==> src/rtl/icache_if.sv <==
// Fetch-side and memory-controller-side signal bundle for the direct-mapped instruction cache.
// The slave modport is the cache's view; master is the CPU/controller/testbench view.
interface icache_if;
    logic        if_req;
    logic [31:0] if_addr;
    logic        flush;
    logic        if_rdy;
    logic        if_vld;
    logic [31:0] if_inst;
    logic        mc_req;
    logic [31:0] mc_addr;
    logic        mc_done;
    logic [31:0] mc_data;
    logic [31:0] hit_cnt;
    logic [31:0] miss_cnt;

    modport slave (
        input  if_req, if_addr, flush, mc_done, mc_data,
        output if_rdy, if_vld, if_inst, mc_req, mc_addr, hit_cnt, miss_cnt
    );

    modport master (
        output if_req, if_addr, flush, mc_done, mc_data,
        input  if_rdy, if_vld, if_inst, mc_req, mc_addr, hit_cnt, miss_cnt
    );
endinterface

==> src/rtl/icache.sv <==
// Direct-mapped, one-word-per-line instruction cache with a blocking miss FSM (IDLE/MISS/DRAIN).
// Define ICACHE_STAT_EN to build the hit/miss event counters; otherwise both counters read 0.
module icache #(
    parameter int INDEX_BITS = 4
) (
    input  logic     clk,
    input  logic     rst,
    input  logic     rdy,
    icache_if.slave  cif
);
    localparam int LINES = 1 << INDEX_BITS;
    localparam int TAG_W = 30 - INDEX_BITS;

    typedef enum logic [1:0] {IDLE, MISS, DRAIN} state_t;

    state_t                  r_state, w_state_nxt;
    logic [LINES-1:0]        r_valid;
    logic [TAG_W-1:0]        r_tag  [LINES];
    logic [31:0]             r_data [LINES];
    logic                    r_if_vld;
    logic [31:0]             r_if_inst;
    logic                    r_mc_req;
    logic [31:0]             r_mc_addr;

    logic [INDEX_BITS-1:0]   w_idx, w_fill_idx;
    logic [TAG_W-1:0]        w_tag, w_fill_tag;
    logic                    w_hit, w_accept, w_fill;
    logic                    w_vld_nxt, w_mc_req_nxt;
    logic [31:0]             w_inst_nxt, w_mc_addr_nxt;
    logic                    w_unused_addr;

    assign w_idx         = cif.if_addr[INDEX_BITS+1:2];
    assign w_tag         = cif.if_addr[31:INDEX_BITS+2];
    assign w_fill_idx    = r_mc_addr[INDEX_BITS+1:2];
    assign w_fill_tag    = r_mc_addr[31:INDEX_BITS+2];
    assign w_hit         = r_valid[w_idx] && (r_tag[w_idx] == w_tag);
    assign w_accept      = (r_state == IDLE) && cif.if_req && !cif.flush;
    assign w_unused_addr = &{1'b0, cif.if_addr[1:0]};

    always_ff @(posedge clk or negedge rst) begin
        if (!rst)     r_state <= IDLE;
        else if (rdy) r_state <= w_state_nxt;
    end

    // NOTE: every always_comb output gets a default first so no path leaves it unassigned (no latch).
    always_comb begin
        w_state_nxt   = r_state;
        w_fill        = 1'b0;
        w_vld_nxt     = 1'b0;
        w_inst_nxt    = r_if_inst;
        w_mc_req_nxt  = r_mc_req;
        w_mc_addr_nxt = r_mc_addr;
        case (r_state)
            IDLE: begin
                if (w_accept) begin
                    if (w_hit) begin
                        w_vld_nxt  = 1'b1;
                        w_inst_nxt = r_data[w_idx];
                    end else begin
                        w_state_nxt   = MISS;
                        w_mc_req_nxt  = 1'b1;
                        w_mc_addr_nxt = {cif.if_addr[31:2], 2'b00};
                    end
                end
            end
            MISS: begin
                if (cif.mc_done) begin
                    w_fill       = 1'b1;
                    w_state_nxt  = IDLE;
                    w_mc_req_nxt = 1'b0;
                    if (!cif.flush) begin
                        w_vld_nxt  = 1'b1;
                        w_inst_nxt = cif.mc_data;
                    end
                end else if (cif.flush) begin
                    w_state_nxt = DRAIN;
                end
            end
            DRAIN: begin
                if (cif.mc_done) begin
                    w_fill       = 1'b1;
                    w_state_nxt  = IDLE;
                    w_mc_req_nxt = 1'b0;
                end
            end
            default: w_state_nxt = IDLE;
        endcase
    end

    // NOTE: sequential state uses non-blocking assignments so all registers update from pre-edge values.
    always_ff @(posedge clk or negedge rst) begin
        if (!rst) begin
            r_valid   <= '0;
            r_if_vld  <= 1'b0;
            r_if_inst <= '0;
            r_mc_req  <= 1'b0;
            r_mc_addr <= '0;
        end else if (rdy) begin
            r_if_vld  <= w_vld_nxt;
            r_if_inst <= w_inst_nxt;
            r_mc_req  <= w_mc_req_nxt;
            r_mc_addr <= w_mc_addr_nxt;
            if (w_fill) r_valid[w_fill_idx] <= 1'b1;
        end
    end

    // NOTE: tag/data storage is not reset; the cleared valid bits make stale contents unobservable.
    always_ff @(posedge clk) begin
        if (rdy && w_fill) begin
            r_tag[w_fill_idx]  <= w_fill_tag;
            r_data[w_fill_idx] <= cif.mc_data;
        end
    end

`ifdef ICACHE_STAT_EN
    logic [31:0] r_hit_cnt, r_miss_cnt;

    always_ff @(posedge clk or negedge rst) begin
        if (!rst) begin
            r_hit_cnt  <= '0;
            r_miss_cnt <= '0;
        end else if (rdy && w_accept) begin
            if (w_hit) r_hit_cnt  <= r_hit_cnt + 32'd1;
            else       r_miss_cnt <= r_miss_cnt + 32'd1;
        end
    end

    assign cif.hit_cnt  = r_hit_cnt;
    assign cif.miss_cnt = r_miss_cnt;
`else
    assign cif.hit_cnt  = '0;
    assign cif.miss_cnt = '0;
`endif

    // A pending pulse is shown only in a ready cycle and is squashed by a same-cycle flush.
    assign cif.if_vld  = r_if_vld && rdy && !cif.flush;
    assign cif.if_rdy  = (r_state == IDLE);
    assign cif.if_inst = r_if_inst;
    assign cif.mc_req  = r_mc_req;
    assign cif.mc_addr = r_mc_addr;
endmodule

==> src/flat_wrapper.sv <==
// flat-port wrapper written by rule: the top's interface ports become plain ports
module icache_flat 
#(
    parameter int INDEX_BITS = 4
)
  (clk, rst, rdy, cif_if_req, cif_if_addr, cif_flush, cif_mc_done, cif_mc_data, cif_if_rdy, cif_if_vld, cif_if_inst, cif_mc_req, cif_mc_addr, cif_hit_cnt, cif_miss_cnt);
  icache_if cif_i ();
  input  logic clk;
  input  logic rst;
  input  logic rdy;
  input wire logic [$bits(cif_i.if_req)-1:0] cif_if_req;
  input wire logic [$bits(cif_i.if_addr)-1:0] cif_if_addr;
  input wire logic [$bits(cif_i.flush)-1:0] cif_flush;
  input wire logic [$bits(cif_i.mc_done)-1:0] cif_mc_done;
  input wire logic [$bits(cif_i.mc_data)-1:0] cif_mc_data;
  output wire logic [$bits(cif_i.if_rdy)-1:0] cif_if_rdy;
  output wire logic [$bits(cif_i.if_vld)-1:0] cif_if_vld;
  output wire logic [$bits(cif_i.if_inst)-1:0] cif_if_inst;
  output wire logic [$bits(cif_i.mc_req)-1:0] cif_mc_req;
  output wire logic [$bits(cif_i.mc_addr)-1:0] cif_mc_addr;
  output wire logic [$bits(cif_i.hit_cnt)-1:0] cif_hit_cnt;
  output wire logic [$bits(cif_i.miss_cnt)-1:0] cif_miss_cnt;
  assign cif_i.if_req = cif_if_req;
  assign cif_i.if_addr = cif_if_addr;
  assign cif_i.flush = cif_flush;
  assign cif_i.mc_done = cif_mc_done;
  assign cif_i.mc_data = cif_mc_data;
  assign cif_if_rdy = cif_i.if_rdy;
  assign cif_if_vld = cif_i.if_vld;
  assign cif_if_inst = cif_i.if_inst;
  assign cif_mc_req = cif_i.mc_req;
  assign cif_mc_addr = cif_i.mc_addr;
  assign cif_hit_cnt = cif_i.hit_cnt;
  assign cif_miss_cnt = cif_i.miss_cnt;
  icache #(.INDEX_BITS(INDEX_BITS)) u_core (.clk(clk), .rst(rst), .rdy(rdy), .cif(cif_i));
endmodule
==> config.mk <==
export PLATFORM = sky130hd
export DESIGN_NAME = icache_flat
export DESIGN_NICKNAME = d
export VERILOG_FILES = /design/src/rtl/icache_if.sv /design/src/rtl/icache.sv /design/src/flat_wrapper.sv
export SDC_FILE = /design/constraint.sdc
export NUM_CORES = 1
export LEC_CHECK = 0
export CORE_ASPECT_RATIO = 1.75
export CORE_MARGIN = 2
export CORE_UTILIZATION = 50
export DETAILED_ROUTE_END_ITERATION = 10
export GPL_ROUTABILITY_DRIVEN = 0
export PLACE_DENSITY = 0.66
export SKIP_CTS_REPAIR_TIMING = 1
export SKIP_LAST_GASP = 1
export SYNTH_ARGS = -nofsm -noshare
export SYNTH_HDL_FRONTEND = slang
export SYNTH_SLANG_ARGS = --single-unit
==> constraint.sdc <==
create_clock -name clk -period 13.6 [get_ports clk]
set_clock_uncertainty 0.15 [all_clocks]
set_input_delay 1.36 -clock clk [delete_from_list [all_inputs] [get_ports clk]]
set_output_delay 1.36 -clock clk [all_outputs]
set_load 0.02 [all_outputs]
==> results.md <==
- Status: finished, final reports clean
- CP required: 13980 ps
- Startpoint types: input pin
- Root Buffer: clkbuf_16
- Clk Latency, worst-skew pair: 650 ps
- Worst r2r path cells: 10
- Unrepaired setup endpoints after global routing: no
- Longest Clk Path Bufs: 3
- Drc violations: 0
- Worst path top cell family by delay: buffers and inverters
- # rows: 137
- Count of cell types in the netlist: 62
- Placement Setup Slack: 6021 ps
- IO Port Bufs: 132
- Core ar.: 79360 um^2
- R2r setup slk: 9120 ps
- Leading cell type in the layout, fill and taps excluded: edfxtp_1
- Vias: 18580
- Critical path data arrival time: 7190 ps
- IO Pins: 201
- Avg WL per Cell: 28.55 um
- CTS HTree Levels: 3
- Placed instance area: 42250 um^2
- Syn Inst Count: 1822
- CTS sink cnt: 1010
- Ant. Diodes: 0
- Initial antenna violation count: 4
- Fin crit share: 50.09%
- FILL cells: 5820
- Most frequent CP cell: buf_4
- Die width: 217.6 um
- Setup Crit Path Kind: in2reg
- Final worst slack: 6788 ps
- LEAKAGE: 14.67 nW
- CTS buffer count: 84
- Minimum clock period after layout: 6812 ps
- Post-synthesis area per instance: 21.91 um^2
- Synth Register Bits: 1010
- GRT Total Usage: 21.93%
- TritonRoute pass-1 iters: 5
- Area delta synth->final: 12.53%
- Iter 0 DRT Violations: 1796
- Final non-filler cell total: 3105
- Hold Fails Final Rpt: 0
- Crit path cell chain: buf_8, buf_12, buf_4, nor2b_1, a32oi_1, a21boi_0, nor4b_2, nand4_1, nor4_2, nand4_2, o31ai_4, buf_4, mux2_2
- Least-Margin Pin Slew: 1300 ps
- Most frequent cells in the layout: edfxtp_1 (928), mux4_2 (242), clkdlybuf4s50_1 (127)
- TritonCTS clock tree: done
- Total wire length: 88.66 mm
- Largest net degree at the start of global routing: 96
- Hold EP: u_core.r_valid[8]
- Vias in the first global route: 19540
- First-pass GRT wire length: 129.4 mm
- Hold path startpoint: u_core.r_valid[8]
- Crit-path max cell delay: 890 ps
- Layout cells sized above 1: 26.61%
- Total Nets Final: 2067
- Slew margin rel.: 13.13%
- Max-cap violations: 0
- Mapped cell area: 39920 um^2
- Setup TNS: 0 ps
- Slowest CP cell: buf_4
- Area contributors post-synth: edfxtp_1 (70%), mux4_2 (14%), dfrtp_1 (5.1%)
- Dominant synthesized flop cell: edfxtp_1
- Crit path buf inv count: 4
- FF-to-FF Start: u_core.r_tag[7][21]
- Congestion Overflow GR: 0
- FF-to-FF End: u_core.cif.if_inst[21]
- Power Density: 163.9 nW/um^2
- Placed insts: 2950
- EDFF count, synth: 928
- Synth top area share: 69.80%
- Synth Warn #: 0
- CTS clk-pin slew, worst paths: 70 ps
- Final non-filler cell area: 44920 um^2
- VDD IR max: 125.4 uV
- Final ANT Viol Nets: 0
- Register area share after synthesis: 74.94%
- Critical path endpoint category: register
- Hold crit path type: reg2reg
- Starting density of the core: 50.30%
- Final setup violating endpoints: 0
- Vias/cell: 5.984
- Die Y: 377.8 um
- Die area: 82210 um^2
- Synth async-reset ratio: 8.119%
- Hold Crit Depth: 1
- Max Clk Rate: 146.8 MHz
- Crit-path max FO: 95
- Slew Viols, Final: 0
- Area leader, netlist: edfxtp_1
- DP Wirelength: 45.40 mm
==> stage by stage <==
step,power (mW),util [%],hold WS (ps)
6_report,7.363,56.60,320.1
3_5_place_dp,5.068,53.23,306.6
5_1_grt,7.615,56.60,336.7
3_3_place_gp,5.024,53.23,296.6
2_1_floorplan,4.588,-,283.7
4_1_cts,7.430,56.60,322.3
==> how the worst max path moves through the flow <==
stage | startpoint | endpoint | slack, ps | cells past startpoint
finish | cif_if_addr[2] | u_core.cif.if_inst[21] | 6790 | 13
global route | cif_if_addr[2] | u_core.cif.if_inst[21] | 6350 | 13
CTS | cif_if_addr[2] | u_core.cif.if_inst[21] | 6710 | 13
detailed placement | cif_if_addr[2] | u_core.cif.if_inst[21] | 6020 | 13
global placement | cif_if_addr[2] | u_core.cif.if_inst[23] | 6060 | 13
floorplan | rdy | u_core.r_valid[0] | 7040 | 4
==> cells by family after synthesis <==
kind of cell / count (synthesis) / share of synthesized area (%)
and+or+nand+nor: 123 / 1.736
other: 1 / 0.009393
AOI/OAI and AO/OA: 74 / 1.348
xor gates and xnor gates: 32 / 0.7020
muxes: 419 / 18.62
buffers and inverters: 160 / 2.551
adders and majority gates: 3 / 0.09403
DFF: 1010 / 74.94
==> registers in the layout (all words and copies together) (netlist names) <==
signal	flops
u_core.r_data	512
u_core.r_tag	416
u_core.cif.if_inst	32
u_core.cif.mc_addr	30
u_core.r_valid	16
u_core.r_state	2
u_core.cif.mc_req	1
u_core.r_if_vld	1
==> cell type report <==
class / count / area, um^2 / share of cell area (%)
tap: 1042 / 1304 / 2.902
multi-input combinational: 717 / 9349 / 20.81
inverter: 8 / 31.28 / 0.06963
clock buffer: 121 / 2333 / 5.194
clock inverter: 34 / 341.6 / 0.7604
timing repair buffer: 173 / 1645 / 3.663
sequential: 1010 / 29920 / 66.60
==> synth_stat cells (8+ instances only) <==
cell	instances
clkbuf_1	24
buf_1	11
xor2_1	16
mux4_2	242
a21oi_1	11
buf_2	28
nor2_1	26
mux2_2	84
nor2b_1	9
o22ai_1	8
nor3_1	11
edfxtp_1	928
mux2i_1	69
mux2_4	20
or2_2	17
inv_1	8
buf_4	76
buf_6	13
dfrtp_1	82
o21ai_0	14
nand2_1	17
xnor2_1	16
==> report_power, final <==
group	total, mW	switching (mW)	internal, mW
registers	4.02	0.250	3.77
logic	0.962	0.507	0.456
clock network	2.38	1.06	1.31
total	7.36	1.82	5.54
==> routing by layer <==
layer	track usage [%]	wire length, um
met1	29.34	35560
met2	37.61	46210
met3	3.470	5087
met4	5.803	1761
met5	0	46
No activity file was read; power rests on OpenSTA's default activity.
